[config.mk]
export PLATFORM = sky130hd
export DESIGN_NAME = coordinate_reader_flat
export DESIGN_NICKNAME = d
export VERILOG_FILES = /design/src/rtl/coordinate_reader_if.sv /design/src/rtl/coordinate_reader.sv /design/src/flat_wrapper.sv
export SDC_FILE = /design/constraint.sdc
export NUM_CORES = 1
export LEC_CHECK = 0
export BUFFER_PORTS_ARGS = -buffer_cell sky130_fd_sc_hd__buf_2
export CORE_AREA = 2 2 162 164
export CTS_BUF_LIST = sky130_fd_sc_hd__clkbuf_16
export CTS_CLUSTER_SIZE = 14
export DETAILED_ROUTE_END_ITERATION = 8
export DIE_AREA = 0 0 164 166
export PLACE_DENSITY = 0.38
export SETUP_SLACK_MARGIN = 0.2
export SYNTH_ARGS = -nofsm -noshare
export SYNTH_HDL_FRONTEND = slang
export SYNTH_SLANG_ARGS = --single-unit
[constraint.sdc]
create_clock -name clk -period 6.9 [get_ports clk]
set_input_delay 1.38 -clock clk [delete_from_list [all_inputs] [get_ports clk]]
set_output_delay 1.38 -clock clk [all_outputs]
set_load 0.005 [all_outputs]
[src/rtl/coordinate_reader_if.sv]
// Coordinate stream bundle: one (x, y, index) triple per valid/ready transfer.
interface coordinate_reader_if #(
   parameter int ADDR_W = 8,
   parameter int DATA_W = 8
);
   logic              coord_valid;
   logic              coord_ready;
   logic [DATA_W-1:0] coord_x;
   logic [DATA_W-1:0] coord_y;
   logic [ADDR_W-1:0] coord_index;

   modport master (
      output coord_valid,
      output coord_x,
      output coord_y,
      output coord_index,
      input  coord_ready
   );

   modport slave (
      input  coord_valid,
      input  coord_x,
      input  coord_y,
      input  coord_index,
      output coord_ready
   );
endinterface

[src/rtl/coordinate_reader.sv]
// Read-back engine for XMEM/YMEM: walks node addresses, absorbs RAM latency,
// and streams (x, y, index) triples through a credit-guarded output FIFO.
module coordinate_reader #(
   parameter int ADDR_W       = 8,
   parameter int DATA_W       = 8,
   parameter int READ_LATENCY = 1,
   parameter int FIFO_DEPTH   = 4
) (
   input  logic              clk,
   input  logic              reset_n,
   input  logic              start,
   input  logic              abort,
   input  logic [ADDR_W:0]   num_nodes,
   output logic [ADDR_W-1:0] mem_address,
   output logic              mem_rd_en,
   output logic              mem_wren,
   input  logic [DATA_W-1:0] x_q,
   input  logic [DATA_W-1:0] y_q,
   coordinate_reader_if.master coord,
   output logic              busy,
   output logic              done
);

   localparam int PW = (FIFO_DEPTH > 1) ? $clog2(FIFO_DEPTH) : 1;
   localparam int CW = $clog2(FIFO_DEPTH + READ_LATENCY + 1);
   localparam logic [ADDR_W:0] MAXN = {1'b1, {ADDR_W{1'b0}}};

   typedef enum logic [1:0] {
      S_IDLE,
      S_READ,
      S_DRAIN,
      S_DONE
   } state_t;

   state_t r_state;
   state_t w_next;

   logic [ADDR_W:0]   r_count;
   logic [ADDR_W-1:0] r_addr;

   logic [READ_LATENCY-1:0] r_pv;
   logic [ADDR_W-1:0]       r_ptag [READ_LATENCY];

   logic [DATA_W-1:0] r_fx [FIFO_DEPTH];
   logic [DATA_W-1:0] r_fy [FIFO_DEPTH];
   logic [ADDR_W-1:0] r_fi [FIFO_DEPTH];
   logic [PW-1:0]     r_wptr;
   logic [PW-1:0]     r_rptr;
   logic [CW-1:0]     r_fcnt;

   logic [CW-1:0]   w_inflight;
   logic [ADDR_W:0] w_sat;
   logic            w_flush;
   logic            w_issue;
   logic            w_last;
   logic            w_push;
   logic            w_pop;
   logic            w_accept;
   logic            w_drained;

   function automatic logic [PW-1:0] ptr_inc(input logic [PW-1:0] p);
      return (p == PW'(FIFO_DEPTH - 1)) ? '0 : p + PW'(1);
   endfunction

   always_comb begin
      w_inflight = '0;
      for (int i = 0; i < READ_LATENCY; i++) begin
         w_inflight = w_inflight + CW'(r_pv[i]);
      end
   end

   assign w_sat    = (num_nodes > MAXN) ? MAXN : num_nodes;
   assign w_flush  = abort && (r_state != S_IDLE);
   assign w_accept = (r_state == S_IDLE) && start;
   assign w_last   = ({1'b0, r_addr} == (r_count - 1'b1));
   assign w_push   = r_pv[READ_LATENCY-1];
   assign w_pop    = coord.coord_valid && coord.coord_ready && !w_flush;

   // Credit counts in-flight reads so a stalled consumer can never overflow.
   assign w_issue = (r_state == S_READ) && !abort &&
                    ((r_fcnt + w_inflight) < CW'(FIFO_DEPTH));

   // Let DONE follow the final pop directly instead of a cycle later.
   assign w_drained = (w_inflight == '0) &&
                      ((r_fcnt == '0) || ((r_fcnt == CW'(1)) && w_pop));

   always_ff @(posedge clk or negedge reset_n) begin
      if (!reset_n) begin
         r_state <= S_IDLE;
      end else begin
         r_state <= w_next;
      end
   end

   always_comb begin
      w_next = r_state;
      if (w_flush) begin
         w_next = S_IDLE;
      end else begin
         unique case (r_state)
            S_IDLE: begin
               if (start) begin
                  w_next = (num_nodes == '0) ? S_DONE : S_READ;
               end
            end
            S_READ: begin
               if (w_issue && w_last) begin
                  w_next = S_DRAIN;
               end
            end
            S_DRAIN: begin
               if (w_drained) begin
                  w_next = S_DONE;
               end
            end
            S_DONE: begin
               w_next = S_IDLE;
            end
            default: begin
               w_next = S_IDLE;
            end
         endcase
      end
   end

   always_ff @(posedge clk or negedge reset_n) begin
      if (!reset_n) begin
         r_count <= '0;
         r_addr  <= '0;
      end else if (w_accept && (num_nodes != '0)) begin
         r_count <= w_sat;
         r_addr  <= '0;
      end else if (w_issue && !w_last) begin
         r_addr <= r_addr + 1'b1;
      end
   end

   always_ff @(posedge clk or negedge reset_n) begin
      if (!reset_n) begin
         r_pv <= '0;
         for (int i = 0; i < READ_LATENCY; i++) begin
            r_ptag[i] <= '0;
         end
      end else if (w_flush) begin
         r_pv <= '0;
      end else begin
         r_pv[0]   <= w_issue;
         r_ptag[0] <= r_addr;
         for (int i = 1; i < READ_LATENCY; i++) begin
            r_pv[i]   <= r_pv[i-1];
            r_ptag[i] <= r_ptag[i-1];
         end
      end
   end

   always_ff @(posedge clk or negedge reset_n) begin
      if (!reset_n) begin
         r_wptr <= '0;
         r_rptr <= '0;
         r_fcnt <= '0;
      end else if (w_flush) begin
         r_wptr <= '0;
         r_rptr <= '0;
         r_fcnt <= '0;
      end else begin
         if (w_push) begin
            r_wptr <= ptr_inc(r_wptr);
         end
         if (w_pop) begin
            r_rptr <= ptr_inc(r_rptr);
         end
         r_fcnt <= r_fcnt + CW'(w_push) - CW'(w_pop);
      end
   end

   always_ff @(posedge clk or negedge reset_n) begin
      if (!reset_n) begin
         for (int i = 0; i < FIFO_DEPTH; i++) begin
            r_fx[i] <= '0;
            r_fy[i] <= '0;
            r_fi[i] <= '0;
         end
      end else if (w_push && !w_flush) begin
         r_fx[r_wptr] <= x_q;
         r_fy[r_wptr] <= y_q;
         r_fi[r_wptr] <= r_ptag[READ_LATENCY-1];
      end
   end

   assign mem_address = r_addr;
   assign mem_rd_en   = w_issue;
   assign mem_wren    = 1'b0;

   assign coord.coord_valid = (r_fcnt != '0);
   assign coord.coord_x     = r_fx[r_rptr];
   assign coord.coord_y     = r_fy[r_rptr];
   assign coord.coord_index = r_fi[r_rptr];

   assign busy = (r_state != S_IDLE);
   assign done = (r_state == S_DONE);

endmodule
[src/flat_wrapper.sv]
// flat-port wrapper written by rule: the top's interface ports become plain ports
module coordinate_reader_flat 
#(
   parameter int ADDR_W       = 8,
   parameter int DATA_W       = 8,
   parameter int READ_LATENCY = 1,
   parameter int FIFO_DEPTH   = 4
)
  (clk, reset_n, start, abort, num_nodes, mem_address, mem_rd_en, mem_wren, x_q, y_q, busy, done, coord_coord_valid, coord_coord_x, coord_coord_y, coord_coord_index, coord_coord_ready);
  coordinate_reader_if #(.ADDR_W(ADDR_W), .DATA_W(DATA_W)) coord_i ();
  input  logic clk;
  input  logic reset_n;
  input  logic start;
  input  logic abort;
  input  logic [ADDR_W:0] num_nodes;
  output logic [ADDR_W-1:0] mem_address;
  output logic mem_rd_en;
  output logic mem_wren;
  input  logic [DATA_W-1:0] x_q;
  input  logic [DATA_W-1:0] y_q;
  output logic busy;
  output logic done;
  output wire logic [$bits(coord_i.coord_valid)-1:0] coord_coord_valid;
  output wire logic [$bits(coord_i.coord_x)-1:0] coord_coord_x;
  output wire logic [$bits(coord_i.coord_y)-1:0] coord_coord_y;
  output wire logic [$bits(coord_i.coord_index)-1:0] coord_coord_index;
  input wire logic [$bits(coord_i.coord_ready)-1:0] coord_coord_ready;
  assign coord_coord_valid = coord_i.coord_valid;
  assign coord_coord_x = coord_i.coord_x;
  assign coord_coord_y = coord_i.coord_y;
  assign coord_coord_index = coord_i.coord_index;
  assign coord_i.coord_ready = coord_coord_ready;
  coordinate_reader #(.ADDR_W(ADDR_W), .DATA_W(DATA_W), .READ_LATENCY(READ_LATENCY), .FIFO_DEPTH(FIFO_DEPTH)) u_core (.clk(clk), .reset_n(reset_n), .start(start), .abort(abort), .num_nodes(num_nodes), .mem_address(mem_address), .mem_rd_en(mem_rd_en), .mem_wren(mem_wren), .x_q(x_q), .y_q(y_q), .coord(coord_i), .busy(busy), .done(done));
endmodule
; Word-level counts from Yosys, hierarchy flattened
; Cells that the tools add are included.
[word_totals]
reg_bits = 131
in_bits = 30
output_inout_bits = 37
elab_cells = 102
[op_classes]
add_sub_neg = 6
magnitude_cmp = 5
n_eq_ne = 10
mux = 31
n_bitwise = 2
reduce_logical = 28
[ops]
columns = op, n
row1 = $bwmux W32, 3
row2 = $mux W8, 9
row3 = $bmux W8 S2, 3
row4 = $mux W2, 11
row5 = $demux W8 S2, 1
row6 = $logic_and A1 B1 Y1, 13
row7 = $eq A8 B9 Y1, 1
row8 = $gt A9 B9 Y1 const B, 1
row9 = $logic_not A9 Y1, 1
row10 = $mux W9, 1
row11 = $reduce_bool A9 Y1, 1
row12 = $sub A9 B1 Y9 const B, 1
row13 = $add A8 B1 Y8 const B, 1
row14 = $eq A2 B2 Y1 const B, 4
row15 = $pmux W2 S4, 1
row16 = $reduce_bool A2 Y1, 4
row17 = $ge A3 B3 Y1 const B, 2
row18 = $logic_not A3 Y1, 2
row19 = $ne A3 B2 Y1 const B, 2
row20 = $not A2 Y3, 2
row21 = $add A2 B1 Y2 const B, 2
row22 = $add A3 B1 Y3, 1
row23 = $eq A3 B1 Y1 const B, 1
row24 = $logic_not A1 Y1, 3
row25 = other kinds (11), 11

; Depth between registers and ports, before layout
[logic_depth]
ltp_word = 10
ltp_mapped = 11
ltp_nobuf = 9

; Worst setup path after synthesis
; Ideal clock, no wire load.
[synth_path]
path_type = reg2out
start = register u_core.r_rptr[0]
end = output port coord_coord_index[3]
arrival_ns = 1.855
required_ns = 5.520
setup_slack_ns = 3.665
stages_incl_launch_ff = 4
n_path_buf = 2
path_cell_list = dfrtp_1 -> clkbuf_1 -> buf_1 -> mux4_2
[synth_between]
elab_chain_len = 4
[synth_lines]
columns = item, line_no
row1 = from (decl), coordinate_reader.sv:48  ; logic [PW-1:0] r_rptr;
row2 = from (signal assigned), coordinate_reader.sv:170  ; r_rptr <= ptr_inc(r_rptr);
row3 = $not A2 Y3 (not written as such), coordinate_reader.sv:197  ; assign coord.coord_index = r_fi[r_rptr];
row4 = $bmux W8 S2, coordinate_reader.sv:197
row5 = $mux W8 (not written as such) (2 in series), coordinate_reader.sv:197
row6 = to (decl), flat_wrapper.sv:26  ; output wire logic [$bits(coord_i.coord_index)-1:0] coord_coord_index;
; No other way between the ends. The select of a mux whose other input is x is not followed.

; Final worst setup path
[layout_path]
start = register u_core.r_pv
end = output port mem_rd_en
[layout_between]
elab_chain_len = 3
[layout_lines]
columns = item, line_no
row1 = from (decl), coordinate_reader.sv:41  ; logic [READ_LATENCY-1:0] r_pv;
row2 = "from (signal, indexed assignment)", coordinate_reader.sv:150  ; r_pv[i] <= r_pv[i-1];
row3 = $add A3 B1 Y3, coordinate_reader.sv:81  ; ((r_fcnt + w_inflight) < CW'(FIFO_DEPTH));
row4 = $lt A3 B3 Y1, coordinate_reader.sv:81
row5 = $logic_and A1 B1 Y1, coordinate_reader.sv:80  ; assign w_issue = (r_state == S_READ) && !abort &&
row6 = to (decl), flat_wrapper.sv:17  ; output logic mem_rd_en;
; No other way between the ends.

==> flow_metrics.tcl <==
set metrics [dict create \
    final_cell_mix "dfrtp_1 (130), mux2_2 (97), buf_2 (64)" \
    worstPathCellList "ha_1, ha_1, xor2_1, nor3b_1, buf_2" \
    gr-usage-all-layers_pct 11.2 \
    crit_top_cell "ha_1" \
    seq_area_frac_synth_pct 52.2 \
    rows 59 \
    seqCellArea_um2 3280 \
    synthFlopType "dfrtp_1" \
    coreArea_um2 25600 \
    synth-edff-count 0 \
    grtUsageMet2_pct 17.5 \
    grt_pass1_vias 4113 \
    gr-usage-met1_pct 14.9 \
    multiInputGateArea_um2 2830 \
    cts_max_level 4 \
    pre_cts_slack_ns 3.32 \
    relSlewSlack_pct 34.9 \
    hold_buffers 0 \
    cp_slowest_cell "nor3b_1" \
    synthArstFlopShare_pct 100 \
    dieArea_um2 27200 \
    cts_resized 0 \
    ys_ff_latch 131 \
    layout_commonest_cell "dfrtp_1" \
    worst_setup_path_end_kind "primary output" \
    overflow 0 \
    fmax_mhz 270 \
    dr.pass1.iters 4 \
    cts_tree "built" \
    syn_to_final_growth_pct 20.2 \
    fin_skew_ns 0.0125 \
    top_usage_layer "met2" \
    antennaDiodeCount 0 \
    worstPathMaxFanout 8 \
    ys_warn_count 0 \
    required_ns 5.52 \
    die_w_um 164 \
    status "finished clean" \
    crit_buf_inv 1 \
    die_h_um 166 \
    post-route-period-util_pct 53.7 \
    vias 3938 \
    port_buffers 65 \
    slowest_delay_ns 0.55 \
    antenna_found_initial 0 \
    power.density_nw_per_um2 389 \
    drtIter0Drc 190 \
    place_congestion 0.726 \
    min_path_type "flop to flop" \
    fin_setup_tns_ns 0 \
    routed_wirelength_mm 14.5 \
    arrival_ns 2.33 \
    synthCells 476 \
    hold_viol_final 0 \
    worstSetupStartpointType "flop" \
    grt_setup_unrepaired "no" \
    cts_sinks 131 \
    fin_ws_ns 3.19 \
    cts.path.max_buffers 2 \
    fin_crit_ns 3.71 \
    grt_pass1_wl_mm 23.2 \
    worst-slew-pin-transition_ns 0.977 \
    dp_hpwl_mm 9.21 \
    syn_area_per_cell_um2 13.2 \
    holdPathStages 1 \
    wire_per_inst_um 16.4 \
    clk_latency_ns 0.43 \
    reg2reg_depth 9 \
    postCtsSetupBuffers 0 \
    cp_top_family "simple AND/OR/NAND/NOR gates" \
    numCtsBuffers 17 \
    peakVddDrop_v 0.000113 \
    nNetsFinal 582 \
    cts-root-buf "clkbuf_16" \
    slew_violations 0 \
    viasPerCell 4.45 \
    io_pins 67 \
    nFillCells 2602 \
    setup_viol 0 \
    drive_gt1_share_pct 42.6 \
    maxCapViolations 0 \
    synth_cell_types 52 \
    crit_type "flop to primary output" \
    netlist_area_um2 6280 \
    antenna_left 0 \
    initial_core_util_pct 24.5 \
    cellLeakagePower_nw 3.53 \
    met3_usage_pct 2.80 \
    drc_errors 0 \
    total_power_w 0.00294 \
    cp.depth 5 \
    clk_pin_slew_ns 0.06 \
    grt_max_degree 70 \
    synth_fp_nets 522 \
]
==> registers in the layout, summed over array words and instances, names as in the netlist <==
signal              flops
u_core.r_fi            32
u_core.r_fx            32
u_core.r_fy            32
u_core.r_count          9
u_core.mem_address      8
u_core.r_ptag           8
u_core.r_fcnt           3
u_core.r_rptr           2
u_core.r_state          2
u_core.r_wptr           2
u_core.r_pv             1
==> metrics by stage <==
stage / hold WS (ns) / util [%] / cells / cell area (µm²)
finish: 0.502 / 29.5 / 884 / 7560
global route: 0.508 / 29.5 / 884 / 7560
CTS: 0.503 / 29.5 / 884 / 7560
detailed placement: 0.488 / 27.1 / 852 / 6950
global placement: 0.482 / 27.1 / 852 / 6950
floorplan: 0.474 / - / 476 / 6280
==> synthesized netlist by cell type (3+ instances only) <==
cell / instances / area share (%)
mux2_2: 97 / 17
nand2b_1: 10 / 1.0
o21ai_1: 3 / 0.24
nand3_1: 12 / 0.96
dfrtp_1: 131 / 52
a21boi_1: 4 / 0.48
inv_1: 11 / 0.66
mux4_2: 24 / 8.6
nor3b_1: 3 / 0.36
nand4_1: 3 / 0.30
xnor2_1: 6 / 0.84
a21oi_1: 5 / 0.40
nand2_1: 40 / 2.4
nor2_1: 13 / 0.78
ha_1: 16 / 3.2
clkbuf_1: 23 / 1.4
o21ai_0: 14 / 1.1
nor4_1: 5 / 0.50
xor2_1: 7 / 0.98
or3_1: 5 / 0.50
==> final cells by class <==
cell class	instances	area share [%]
Sequential cell	131	43.4
Multi-Input combinational cell	303	37.4
Clock buffer	17	5.63
Tap cell	335	5.55
Timing Repair Buffer	72	5.03
Clock inverter	15	2.43
Inverter	11	0.546
==> where the power goes <==
| part | internal (W) | switching (W) | total [W] |
|---|---|---|---|
| clock network | 0.000522 | 0.000408 | 0.000930 |
| logic | 0.000472 | 0.000373 | 0.000845 |
| registers | 0.000977 | 0.000190 | 0.00117 |
| total | 0.00197 | 0.000971 | 0.00294 |
==> final timing paths <==
check	startpoint	to	slack, ns
setup / recovery	u_core.r_pv	mem_rd_en	3.19
hold / removal	u_core.r_fi[14]	u_core.r_fi[14]	0.50
hold reg to reg	u_core.r_fi[14]	u_core.r_fi[14]	0.50
setup reg to reg	u_core.r_state[0]	u_core.r_state[0]	4.10
max in group asynchronous	reset_n	u_core.r_rptr[0]	4.42
min in group asynchronous	reset_n	u_core.r_fy[26]	1.06
==> routing by layer <==
| metal | share of wire (%) | vias to the layer above |
|---|---|---|
| met3 | 4.2 | 15 |
| met5 | 0 | - |
| met1 | 47 | 2004 |
| met4 | 1.6 | 0 |
| li1 | - | 1841 |
| met2 | 48 | 78 |
==> worst reg2reg max path, stage by stage, from the launching register on <==
cell and delay [ns]:
dfrtp_1 0.42, inv_1 0.12, ha_1 0.28, nand2b_1 0.50, a21boi_0 0.18, o41ai_1 0.42
nand3_1 0.15, o31ai_2 0.37, o21ai_0 0.13, a21oi_1 0.15
==> logic make-up (layout without fill, tap and decap cells) <==
family,count (synthesis),after routing,synth area share (%)
buf+inv,42,115,2.87
flops,131,131,52.2
simple gates,106,106,8.62
mux,123,123,26.3
compound gates,44,44,5.00
xor+xnor,13,13,1.81
fa+ha+maj,16,16,3.19
other cells,1,1,0.0597
Power figures use the tool's default switching activity.
